<file path="src/rtl/tag_pkg.sv">
// Shared constants, enums and the byte-rotate helper for the tag engine.
package tag_pkg;

    localparam int DATA_SIZE   = 32;
    localparam int TAG_SIZE    = 8;
    localparam int NUM_BLOCKS  = DATA_SIZE / TAG_SIZE;
    localparam int KEY_W       = 16;
    localparam int KEY_FIELD_W = KEY_W / NUM_BLOCKS;
    localparam int ROT_W       = 3;

    typedef enum logic [1:0] {IDLE, COMPUTE, RESPOND} state_e;
    typedef enum logic {OP_GEN, OP_CHK} op_e;

    // Rotate left by shifting a doubled copy; amount 0 returns v unchanged.
    function automatic logic [TAG_SIZE-1:0] rotl(input logic [TAG_SIZE-1:0] v,
                                                 input logic [ROT_W-1:0]    n);
        logic [2*TAG_SIZE-1:0] w;
        w = {v, v} << n;
        return w[2*TAG_SIZE-1:TAG_SIZE];
    endfunction

endpackage

</file>
<file path="src/rtl/tag_core.sv">
// Combinational tag function: per-byte conditional invert, keyed rotate, XOR fold.
module tag_core
    import tag_pkg::*;
(
    input  logic [DATA_SIZE-1:0] data,
    input  logic [KEY_W-1:0]     key,
    output logic [TAG_SIZE-1:0]  tag
);

    always_comb begin
        // NOTE: default assignment first so no path through the block can infer a latch.
        tag = '0;
        for (int i = 0; i < NUM_BLOCKS; i++) begin
            tag = tag ^ rotl(key[i] ? ~data[TAG_SIZE*i +: TAG_SIZE] : data[TAG_SIZE*i +: TAG_SIZE],
                             key[KEY_FIELD_W*i +: ROT_W]);
        end
    end

endmodule

</file>
<file path="src/rtl/tag_engine_arbiter.sv">
// Round-robin sharing of one tag_core between the store-side gen and load-side chk ports.
module tag_engine_arbiter
    import tag_pkg::*;
#(
    parameter int CNT_W = 16
) (
    input  logic                 clk,
    input  logic                 reset,
    input  logic                 cfg_we,
    input  logic [KEY_W-1:0]     cfg_key,
    output logic                 cfg_ready,
    input  logic                 gen_req_valid,
    output logic                 gen_req_ready,
    input  logic [DATA_SIZE-1:0] gen_req_data,
    output logic                 gen_rsp_valid,
    input  logic                 gen_rsp_ready,
    output logic [TAG_SIZE-1:0]  gen_rsp_tag,
    input  logic                 chk_req_valid,
    output logic                 chk_req_ready,
    input  logic [DATA_SIZE-1:0] chk_req_data,
    input  logic [TAG_SIZE-1:0]  chk_req_tag,
    output logic                 chk_rsp_valid,
    input  logic                 chk_rsp_ready,
    output logic                 chk_rsp_match,
    output logic [CNT_W-1:0]     mismatch_cnt,
    input  logic                 mismatch_clr
);

    state_e                state_q;
    op_e                   op_q;
    op_e                   rr_q;
    logic [DATA_SIZE-1:0]  data_q;
    logic [TAG_SIZE-1:0]   stag_q;
    logic [KEY_W-1:0]      key_q;
    logic [TAG_SIZE-1:0]   core_tag;

    logic                  any_req;
    logic                  idle_live;
    op_e                   grant_op;
    logic                  rsp_hs;
    logic                  mismatch_inc;

    tag_core u_core (
        .data (data_q),
        .key  (key_q),
        .tag  (core_tag)
    );

    assign any_req   = gen_req_valid | chk_req_valid;
    assign idle_live = (state_q == IDLE) && !reset;
    assign grant_op  = (chk_req_valid && (!gen_req_valid || rr_q == OP_CHK)) ? OP_CHK : OP_GEN;

    // Ready is the grant itself, so it is combinational and held low while in reset.
    assign gen_req_ready = idle_live && gen_req_valid && (grant_op == OP_GEN);
    assign chk_req_ready = idle_live && chk_req_valid && (grant_op == OP_CHK);
    assign cfg_ready     = idle_live && !any_req;

    assign rsp_hs       = (op_q == OP_GEN) ? gen_rsp_ready : chk_rsp_ready;
    assign mismatch_inc = (state_q == COMPUTE) && (op_q == OP_CHK) && (core_tag != stag_q)
                          && (mismatch_cnt != '1);

    always_ff @(posedge clk) begin
        // NOTE: non-blocking assignments for all state so every register samples pre-edge values.
        if (reset) begin
            state_q       <= IDLE;
            op_q          <= OP_GEN;
            rr_q          <= OP_GEN;
            data_q        <= '0;
            stag_q        <= '0;
            key_q         <= '0;
            gen_rsp_valid <= 1'b0;
            gen_rsp_tag   <= '0;
            chk_rsp_valid <= 1'b0;
            chk_rsp_match <= 1'b0;
            mismatch_cnt  <= '0;
        end else begin
            case (state_q)
                IDLE: begin
                    if (any_req) begin
                        op_q    <= grant_op;
                        data_q  <= (grant_op == OP_CHK) ? chk_req_data : gen_req_data;
                        stag_q  <= chk_req_tag;
                        rr_q    <= (grant_op == OP_CHK) ? OP_GEN : OP_CHK;
                        state_q <= COMPUTE;
                    end else if (cfg_we) begin
                        key_q <= cfg_key;
                    end
                end
                COMPUTE: begin
                    if (op_q == OP_GEN) begin
                        gen_rsp_tag   <= core_tag;
                        gen_rsp_valid <= 1'b1;
                    end else begin
                        chk_rsp_match <= (core_tag == stag_q);
                        chk_rsp_valid <= 1'b1;
                    end
                    state_q <= RESPOND;
                end
                RESPOND: begin
                    if (rsp_hs) begin
                        gen_rsp_valid <= 1'b0;
                        chk_rsp_valid <= 1'b0;
                        state_q       <= IDLE;
                    end
                end
                default: state_q <= IDLE;
            endcase

            // Clear wins over a same-cycle increment.
            if (mismatch_clr) begin
                mismatch_cnt <= '0;
            end else if (mismatch_inc) begin
                mismatch_cnt <= mismatch_cnt + CNT_W'(1);
            end
        end
    end

endmodule
</file>
<file path="config.mk">
export PLATFORM = sky130hd
export DESIGN_NAME = tag_engine_arbiter
export DESIGN_NICKNAME = d
export VERILOG_FILES = /design/src/rtl/tag_pkg.sv /design/src/rtl/tag_core.sv /design/src/rtl/tag_engine_arbiter.sv
export SDC_FILE = /design/constraint.sdc
export NUM_CORES = 1
export LEC_CHECK = 0
export ABC_AREA = 1
export ABC_CLOCK_PERIOD_IN_PS = 2100
export CELL_PAD_IN_SITES_DETAIL_PLACEMENT = 1
export CELL_PAD_IN_SITES_GLOBAL_PLACEMENT = 2
export CORE_AREA = 2 2 138 174
export CTS_BUF_LIST = sky130_fd_sc_hd__clkbuf_4 sky130_fd_sc_hd__clkbuf_8 sky130_fd_sc_hd__clkbuf_16
export CTS_CLUSTER_DIAMETER = 40
export DETAILED_ROUTE_END_ITERATION = 8
export DIE_AREA = 0 0 140 176
export DONT_BUFFER_PORTS = 1
export PLACE_DENSITY = 0.84
export SLEW_MARGIN = 0
export SYNTH_ARGS = -nofsm -noshare
export SYNTH_HDL_FRONTEND = slang
export SYNTH_SLANG_ARGS = --single-unit
</file>
<file path="constraint.sdc">
create_clock -name clk -period 2.1 [get_ports clk]
set_input_delay 0.63 -clock clk [delete_from_list [all_inputs] [get_ports clk]]
set_output_delay 0.63 -clock clk [all_outputs]
set_load 0.005 [all_outputs]
</file>
==> flow_metrics.tcl, run 1 <==
set metrics [dict create \
    status "complete, but fails checks" \
    violations "design-rule violations, negative setup slack" \
    relSlewSlack_pct 57.2 \
    finClkSkew_ns 0.0163 \
    syn2layout_area_growth_pct 35.3 \
    synth_edf_count 0 \
    crit_family "simple AND/OR/NAND/NOR gates" \
    overflow 0 \
    syn_nets 1258 \
    cts_sinks 84 \
    core_um2 22900 \
    crit-reg2reg-launch "key_q[3]" \
    crit_chain "buf_12 -> nand2_2 -> nand3_2 -> nand3_2 -> nand3_1 -> nand2_1 -> nand2_1 -> nand4_1 -> nand2_1 -> nand2_1 -> nand3_2 -> nor2_4 -> nand2_4 -> nand3_4 -> nor2_2 -> nor2_1" \
    r2r-end "mismatch_cnt[1]" \
    cts_made_buffers 9 \
    grt_usage_pct 20.6 \
    vias 8011 \
    worstMarginPinSlew_ns 0.639 \
    period_needed_ns 2.38 \
    start_kind "register" \
    grt_pass1_vias 8426 \
    synth_area_um2 6780 \
    hpwl_mm 18.5 \
    wl_per_cell_um 17.1 \
    fin_ws_ns -0.279 \
    clk_latency_ns 0.36 \
    worst-path-buf-inv 1 \
    synth_cell_type_count 33 \
    die_area_um2 24600 \
    whs_endpoint "rr_q" \
    min_from "reset" \
    crit_slowest_cell "dfxtp_4" \
    required_ns 2.36 \
    ys_async_sr_fraction_pct 0 \
    drc_errors 4 \
    clk_pin_slew_ns 0.08 \
    report.final.slew_viol_count 0 \
    worstPathArrival_ns 2.64 \
    avgSynthCellArea_um2 5.84 \
    wirelength_mm 25.9 \
    cpPeakStageDelay_ns 0.43 \
    rsz0062_at_grt "yes" \
    rrSetupSlack_ns -0.28 \
    layout_commonest_cell "nand2_1" \
    drive_above_1_share_pct 32.0 \
    pre_cts_ws_ns -0.357 \
    netlist_instances 1161 \
    power_density_nw_per_um2 664 \
    start_util_pct 29.6 \
    antenna_found_initial 1 \
    fp.dieW_um 140 \
    drt_pass1_iterations 6 \
    pin_count 126 \
    grt_max_degree 64 \
    endpoint_kind "register" \
    cpMostUsedCell "nand2_1" \
    worstPathMaxFanout 8 \
    die_y_um 176 \
    irDropWorstVdd_mv 0.367 \
    cts_hold_buffers 0 \
    dominantRegCellSynth "dfxtp_1" \
    ant_nets 0 \
    drt_iter0_drc 396 \
    whs_ns 0.332 \
    p_leak_uw 0.00423 \
    ys_warn_count 0 \
    gp_congestion 0.864 \
    fin_tns_setup_ns -4.33 \
    hold_viol 0 \
    filler_cell_count 2968 \
    cap_viol_max_count 0 \
    hold_class "input pin to register" \
    rr_worst_depth 16 \
    rows 62 \
    grt_pass1_wl_mm 41.1 \
    h-tree-depth 3 \
    yosys_register_bits 84 \
    seq_area_frac_synth_pct 24.8 \
    cts_tree "built" \
    layout_common_cells "nand2_1 (279), nand3_1 (179), nand3_2 (113), inv_1 (93), buf_4 (91)" \
    nets 1321 \
    cts_buffer_depth 2 \
    post-route-period-util_pct 113 \
    finalSetupViolCount 18 \
    place_area_um2 7640 \
    critPathKind "register to register" \
    post-route-cell-area_um2 9170 \
    fmax_ghz 0.420 \
    root_buffer "clkbuf_16" \
    io_buffers 0 \
    via_per_inst 5.28 \
    hold_depth 1 \
]
-- report_power, final --
group	leakage, µW	internal, µW	switching, µW	total [µW]
clock network	0.000152	958	812	1770
registers	0.000693	1720	117	1830
logic	0.00339	990	1500	2490
total	0.00423	3660	2420	6090
-- per-layer routing --
layer	track usage, %	vias up	wire [µm]
li1	-	3971	-
met1	22.9	3858	10300
met2	38.5	139	13900
met3	4.23	43	1140
met4	7.53	0	673
met5	0	-	0
-- Yosys cell counts (9+ instances only) --
cell type	number	area, µm²
buf_2	13	65.1
a21oi_1	61	305
nand2_2	17	106
xor2_1	9	78.8
nand3_1	292	1460
nand2_1	349	1310
inv_1	95	357
nand4_1	17	106
clkbuf_1	29	109
nor2_1	50	188
nand3_2	12	120
buf_6	12	135
dfxtp_1	84	1680
o21ai_0	57	285
-- registers in the layout (all words and copies together), names as in the netlist, 2 cells and up --
register      cells
data_q           32
mismatch_cnt     16
key_q            13
gen_rsp_tag       8
stag_q            8
state_q           2
-- final cells by class --
cell class              count  area (µm²)  share of cell area (%)
multi-input cells         908        5280                    57.6
flip-flops and latches     84        1700                    18.6
repair buffers            113        1070                    11.7
inverters                 108         439                    4.79
well taps                 288         360                    3.93
clock buffers               9         225                    2.46
clock inverters             7        88.8                   0.969
diodes                      1        2.50                  0.0273
-- kinds of logic after synthesis --
| family | synth area share [%] |
|---|---|
| AOI/OAI and AO/OA | 10.7 |
| xor gates and xnor gates | 1.68 |
| buffers and inverters | 11.9 |
| and+or+nand+nor | 50.7 |
| adders and majority gates | 0.185 |
| DFF | 24.8 |
-- worst reg2reg max path: cells and delay by family, from the launching register on --
family	cells	cell delay (ns)
buffers and inverters	1	0.18
AND/OR/NAND/NOR	15	1.67
flip-flops	1	0.43
-- what timing repair did --
| item | in CTS | in global routing |
|---|---|---|
| buffers inserted | 10 | 5 |
| gates resized for setup | 122 | 136 |
| pin swaps | 14 | 51 |
| gates cloned | 3 | 3 |
| endpoints found under the setup margin | 17 | 19 |
-- worst max-delay path by stage --
stage	from	endpoint	cells after the start
floorplan	key_q[2]	mismatch_cnt[11]	22
global placement	key_q[2]	mismatch_cnt[1]	20
detailed placement	key_q[2]	mismatch_cnt[1]	20
CTS	key_q[3]	mismatch_cnt[7]	19
global route	key_q[3]	mismatch_cnt[1]	20
finish	key_q[3]	mismatch_cnt[1]	16
-- through the flow --
stage / std cells / util [%] / power, µW
floorplan: 1161 / - / 3150
global placement: 1483 / 33.4 / 3810
detailed placement: 1483 / 33.4 / 3870
CTS: 1512 / 37.3 / 5930
global route: 1517 / 40.0 / 6480
finish: 1518 / 40.1 / 6090
Note: power is estimated with default switching activity, not from simulation.
==> run 2, diff against run 1 <==
- SLEW_MARGIN: 0 -> default
==> results of run 2 <==
Same layout as run 1: the final DEF is identical, and so are final timing and power.
